File: src/rtl/wb_regfile.sv
// Writeback-side architectural register file: one commit port, two bypassed
// combinational read ports, and a per-register pending scoreboard for decode stalls.
module wb_regfile #(
  parameter int unsigned DATA_W = 32,
  parameter int unsigned ADDR_W = 5
) (
  input  logic                   clk,
  input  logic                   rst,
  input  logic                   RegWrite,
  input  logic [ADDR_W-1:0]      wb_addr,
  input  logic [DATA_W-1:0]      wb_data,
  input  logic [ADDR_W-1:0]      rs_addr,
  input  logic [ADDR_W-1:0]      rt_addr,
  output logic [DATA_W-1:0]      rs_data,
  output logic [DATA_W-1:0]      rt_data,
  input  logic                   issue_valid,
  input  logic                   issue_wr,
  input  logic [ADDR_W-1:0]      issue_dest,
  output logic                   stall,
  output logic [(2**ADDR_W)-1:0] pending
);

  localparam int unsigned NREG = 2**ADDR_W;

  logic [DATA_W-1:0] r_regs [NREG];
  logic [NREG-1:0]   r_pending;
  logic [NREG-1:0]   w_pending_nxt;
  logic              w_wb_en;
  logic              w_iss_en;
  logic              w_rs_byp;
  logic              w_rt_byp;

  // Writeback is masked during reset so the read ports and stall read 0 throughout.
  assign w_wb_en  = RegWrite && rst && (wb_addr != '0);
  assign w_iss_en = issue_valid && issue_wr && (issue_dest != '0);
  assign w_rs_byp = w_wb_en && (wb_addr == rs_addr);
  assign w_rt_byp = w_wb_en && (wb_addr == rt_addr);

  always_ff @(posedge clk or negedge rst) begin
    if (!rst) begin
      for (int unsigned i = 0; i < NREG; i++) begin
        r_regs[i] <= '0;
      end
    end else if (w_wb_en) begin
      r_regs[wb_addr] <= wb_data;
    end
  end

  // Clear first, then set: a newer issuing producer keeps ownership of the register.
  always_comb begin
    w_pending_nxt = r_pending;
    if (w_wb_en) begin
      w_pending_nxt[wb_addr] = 1'b0;
    end
    if (w_iss_en) begin
      w_pending_nxt[issue_dest] = 1'b1;
    end
    w_pending_nxt[0] = 1'b0;
  end

  always_ff @(posedge clk or negedge rst) begin
    if (!rst) begin
      r_pending <= '0;
    end else begin
      r_pending <= w_pending_nxt;
    end
  end

  always_comb begin
    rs_data = '0;
    rt_data = '0;
    if (rs_addr != '0) begin
      rs_data = w_rs_byp ? wb_data : r_regs[rs_addr];
    end
    if (rt_addr != '0) begin
      rt_data = w_rt_byp ? wb_data : r_regs[rt_addr];
    end
  end

  // A same-cycle writeback resolves the hazard through the bypass.
  assign stall   = (r_pending[rs_addr] && !w_rs_byp) || (r_pending[rt_addr] && !w_rt_byp);
  assign pending = r_pending;

endmodule

File: config.mk
export PLATFORM = sky130hd
export DESIGN_NAME = wb_regfile
export DESIGN_NICKNAME = d
export VERILOG_FILES = /design/src/rtl/wb_regfile.sv
export SDC_FILE = /design/constraint.sdc
export NUM_CORES = 2
export LEC_CHECK = 0
export CAP_MARGIN = 20
export CORE_MARGIN = 1.5
export CORE_UTILIZATION = 40
export CTS_BUF_LIST = sky130_fd_sc_hd__clkbuf_16
export CTS_CLUSTER_DIAMETER = 60
export DETAILED_ROUTE_END_ITERATION = 12
export GPL_ROUTABILITY_DRIVEN = 0
export SYNTH_ARGS = -nofsm -noshare
export SYNTH_HDL_FRONTEND = slang
export SYNTH_SLANG_ARGS = --single-unit
export TNS_END_PERCENT = 50
File: constraint.sdc
create_clock -name clk -period 5.2 [get_ports clk]
set_input_delay 0.52 -clock clk [delete_from_list [all_inputs] [get_ports clk]]
set_output_delay 0.52 -clock clk [all_outputs]
set_load 0.02 [all_outputs]
Word-level counts from Yosys, hierarchy flattened
Index checks and enable logic that the tools add are counted.
{ "op_classes": {"order_cmp": 10, "n_eq_ne": 2, "bitwise": 6, "n_mux": 23, "reduce_logical": 18} }
{ "op_table": {"columns": ["op", "n"], "rows": [
  ["1024-bit bitwise mux", 1],
  ["32-bit 2-to-1 mux", 11],
  ["32-bit binary-select mux with 5-bit select", 2],
  ["32-bit demux with 5-bit select", 1],
  ["32-bit AND", 1],
  ["32-bit inverter", 1],
  ["32-bit OR", 1],
  ["5-bit by 6-bit less-than comparator with 1-bit output (second input constant)", 4],
  ["5-bit nonzero test", 4],
  ["6-bit greater-or-equal comparator (second input constant)", 3],
  ["5-bit inverter with 6-bit output", 3],
  ["1-bit logical AND", 11],
  ["1-bit binary-select mux with 5-bit select", 2],
  ["1-bit demux with 5-bit select", 2],
  ["5-bit == test", 2],
  ["5-bit by 1-bit greater-or-equal comparator with 1-bit output (second input constant)", 2],
  ["6-bit by 1-bit less-than comparator with 1-bit output (second input constant)", 1],
  ["1-bit 2-to-1 mux", 4],
  ["1-bit logical NOT", 2],
  ["1-bit logical OR", 1]
]} }
{ "totals": {"out_inout_bits": 97, "wordCells": 92, "in_bits": 57, "regBits": 1055} }

Logic depth before layout (Yosys ltp)
{ "logic_depth": {"word_depth": 9, "depth_mapped": 10, "ltp_nobuf": 5} }

Worst setup path after synthesis
Ideal clock, no wire load.
{ "synth_timing": {"kind": "input-to-output", "from": "input port wb_addr[1]", "to": "output port rt_data[16]", "arrival_ps": 2431, "required_ps": 4680, "path_slack_ps": 2249, "path_stages": 7, "path_buffers": 2, "path_cell_list": "clkbuf_1 xnor2_1 o311ai_2 nor2_1 clkbuf_1 nor3_1 a211oi_1"} }
{ "synth_between": {"elab_chain_len": 5, "elab_cells_between_ends": 6, "cone_classes": "eq/ne (1); mux (2); reduce/logical (3)"} }
{ "synth_lines": {"columns": ["element", "line", "text"], "rows": [
  ["from (decl)", "10", "input logic [ADDR_W-1:0] wb_addr,"],
  ["5-bit nonzero test", "34", "assign w_wb_en = RegWrite && rst && (wb_addr != '0);"],
  ["1-bit logical AND", "34", null],
  ["1-bit logical AND (*)", "37", "assign w_rt_byp = w_wb_en && (wb_addr == rt_addr);"],
  ["32-bit 2-to-1 mux (*)", "76", "rt_data = w_rt_byp ? wb_data : r_regs[rt_addr];"],
  ["32-bit 2-to-1 mux (*)", "75", "if (rt_addr != '0) begin"],
  ["to (decl)", "15", "output logic [DATA_W-1:0] rt_data,"]
]} }
Mark *: on every way between the ends. The rest lies on a longest branch, timed or not.

Final worst setup path
{ "layout_timing": {"from": "input port rst", "to": "output port rt_data[27]"} }
{ "layout_between": {"elab_chain_len": 5} }
{ "layout_lines": {"columns": ["element", "line", "text"], "rows": [
  ["from (decl)", "8", "input logic rst,"],
  ["1-bit logical AND (2 in a row)", "34", null],
  ["1-bit logical AND", "37", null],
  ["32-bit 2-to-1 mux", "76", null],
  ["32-bit 2-to-1 mux", "75", null]
]} }
No other way between the ends.

==> impl_metrics.py <==
metrics = {
    "outcome": {
        "outcome": "finished clean",
    },
    "synthesis": {
        "avgSynthCellArea_um2": 13.7,
        "async_flop_share_pct": 100,
        "synthXorXnorAreaFrac_pct": 0.152,
        "ys.warnings.count": 0,
        "yosys.area_share.simple_pct": 3.00,
        "syn_nets": 4278,
        "synth.distinct_cells": 74,
        "synth-main-ff-cell": "dfrtp_1",
        "syn-cell-area_um2": 57600,
        "yosys-mux-area-fraction_pct": 39.1,
        "synth_top_family_by_area": "multiplexers",
        "ys_ff_latch": 1055,
        "netlist_instances": 4221,
        "yosysSeqAreaShare_pct": 45.8,
        "synth_compound_area_share_pct": 7.51,
        "synthAdderAreaFrac_pct": 0,
        "synth_edf_count": 0,
    },
    "detailed_routing": {
        "vias_per_cell": 6.46,
        "postRouteAntennaNets": 0,
        "avgRoutedWirePerCell_um": 33.8,
        "via_count": 40196,
        "drt_iter0_markers": 4496,
        "drt_wl_total_um": 210000,
        "drtPass1Iterations": 5,
        "route.detailed.drc": 0,
    },
    "finish": {
        "final_common_cell": "dfrtp_1",
        "fin_nets": 4275,
        "syn_to_final_growth_pct": 12.5,
        "register_area_um2": 26400,
        "fin_area_um2": 64900,
        "multiInputGateArea_um2": 29000,
        "fillers": 13036,
        "drive_gt1_share_pct": 41.9,
        "final_cell_mix": "dfrtp_1, mux2_2, mux2i_1",
    },
    "floorplanning": {
        "die_h_um": 383,
        "rows": 139,
        "die_area_um2": 146000,
        "core_um2": 143000,
        "fp.dieW_um": 383,
        "initial_core_util_pct": 40.2,
        "num_io_pins": 154,
    },
    "sta": {
        "tns_ns": 0,
        "period_share_pct": 92.5,
        "rsz0062_at_grt": "false",
        "finalHoldViolCount": 0,
        "timing.slew.headroom_pct": 18.1,
        "drv_slew": 0,
        "setup_ws_ns": 0.389,
        "max_freq_ghz": 0.208,
        "finalSetupViolCount": 0,
        "skew_ns": 0,
        "worstMarginPinSlew_ns": 1.23,
        "period_needed_ns": 4.81,
    },
    "power": {
        "power.leakage_nw": 29.0,
        "p_switching_mw": 6.32,
        "powerDensity_nw_per_um2": 343,
        "combPwrFrac_pct": 18.7,
        "swShare_pct": 28.4,
        "peakVddDrop_mv": 0.273,
        "fin_total_pwr_mw": 22.2,
        "clock_power_share_pct": 36.0,
        "p_int_mw": 15.9,
        "p_seq_share_pct": 45.4,
    },
    "global_route": {
        "antenna_found_initial": 15,
        "grt_usage_pct": 28.5,
        "grt_max_degree": 187,
        "grt_pass1_wl_um": 302000,
        "gr-total-overflow": 0,
        "grt_pass1_vias": 40358,
    },
    "worst_setup_path": {
        "path_delay_family": "simple AND/OR/NAND/NOR gates",
        "critical-path-max-stage-delay_ns": 1.00,
        "slowest_stage": "nor2_4",
        "worstPathCellList": "dlygate4sd3_1, buf_8, and2_1, nand4_1, nor2_4, nor2_2, buf_4, a221o_1, clkdlybuf4s50_1",
        "crit_required_ns": 4.68,
        "worst_ep_arrival_time_ns": 4.29,
        "start_kind": "input port",
        "crit_path_max_fanout": 18,
        "worst-path-buf-inv": 4,
        "cp-end-kind": "output port",
        "path_class": "in -> out",
    },
    "placement": {
        "port_buffers": 152,
        "detailed_place.area_um2": 61200,
        "dp_slack_ns": 0.653,
        "place.detailed.hpwl_um": 126000,
    },
    "cts": {
        "root_buffer": "clkbuf_16",
        "cts_buffers": 117,
        "cts_num_sinks": 1055,
        "clkTransAtPathRegs_ns": 0.06,
        "htree_levels": 3,
        "cts_tree": "yes",
        "clk_latency_ns": 0.75,
        "clockBufferDepth": 3,
    },
    "run": {
        "drv_cap": 0,
    },
    "hold_path": {
        "hold_class": "in -> async",
    },
}
[what timing repair did]
action	CTS	global route
hold buffers	1	0
resized for setup	0	0
hold endpoints to repair	6	0
buffers inserted	0	0
[power groups by stage]
stage,Clock [mW],Combinational (mW),Sequential [mW]
finish,7.99,4.15,10.1
global placement,0,4.06,10.1
global route,8.42,4.41,10.2
detailed placement,0,4.11,10.2
floorplan,0,2.83,9.99
CTS,8.08,4.13,10.1
[flip-flops by register name, summed over array words and instances (netlist names)]
name / cells
r_regs: 1024
pending: 31
[cell families (layout without fill, tap and decap cells)]
family / count (synthesis) / count (layout)
other cells: 1 / 6
compound gates: 613 / 613
xor+xnor: 10 / 10
mux: 1703 / 1703
flops: 1055 / 1055
buf+inv: 502 / 594
simple gates: 337 / 337
[layout make-up]
cell class | instances | area share, %
clock inverter | 94 | 0.903
antenna | 5 | 0.0193
multi-input combinational | 2664 | 44.6
tap | 1903 | 3.67
clock buffer | 120 | 4.63
timing repair buffer | 350 | 5.25
sequential | 1055 | 40.7
inverter | 30 | 0.174
[per-stage QoR]
stage	utilization, %	instances	hold slack, ns
2_1_floorplan	-	4221	0.224
3_3_place_gp	42.7	5996	0.358
3_5_place_dp	42.7	5997	0.359
4_1_cts	45.2	6212	0.193
5_1_grt	45.2	6217	0.215
6_report	45.3	6221	0.211
[layer usage]
| metal | vias to the layer above | part of all wire (%) | routed length [um] | track usage (%) |
|---|---|---|---|---|
| li1 | 16208 | - | - | - |
| met1 | 21660 | 43 | 90300 | 40.4 |
| met2 | 1937 | 45 | 94100 | 42.9 |
| met3 | 383 | 8.5 | 17800 | 5.91 |
| met4 | 8 | 3.7 | 7870 | 10.5 |
| met5 | - | 0.029 | 61 | 0 |
[Yosys cell counts (all sizes together) (20+ instances only)]
cell type / n / area [um^2]
buf: 252 / 1620
inv: 28 / 105
nand2: 117 / 439
nor2: 59 / 246
nand2b: 23 / 144
o22ai: 82 / 513
mux2: 1024 / 11500
mux4: 335 / 7560
dfrtp: 1055 / 26400
a2111oi: 23 / 201
a22o: 23 / 201
o21ai: 148 / 741
a21oi: 62 / 310
clkbuf: 220 / 830
nand3: 24 / 120
a211oi: 28 / 210
mux2i: 344 / 3440
a221oi: 97 / 881
a22oi: 58 / 435
a221o: 20 / 200
[worst paths after layout]
check                        startpoint      endpoint  slack, ns  depth (start not counted)
max                                 rst   rt_data[27]       0.39                          9
min reg2reg                r_regs[1018]  r_regs[1018]       0.40                          0
max reg2reg                 r_regs[693]   r_regs[693]       4.39                          1
min in group clk           r_regs[1018]  r_regs[1018]       0.40                          0
min                                 rst   pending[29]       0.21                          2
max in group asynchronous           rst   r_regs[232]       2.13                          5
Note: power is estimated with default switching activity, not from simulation.
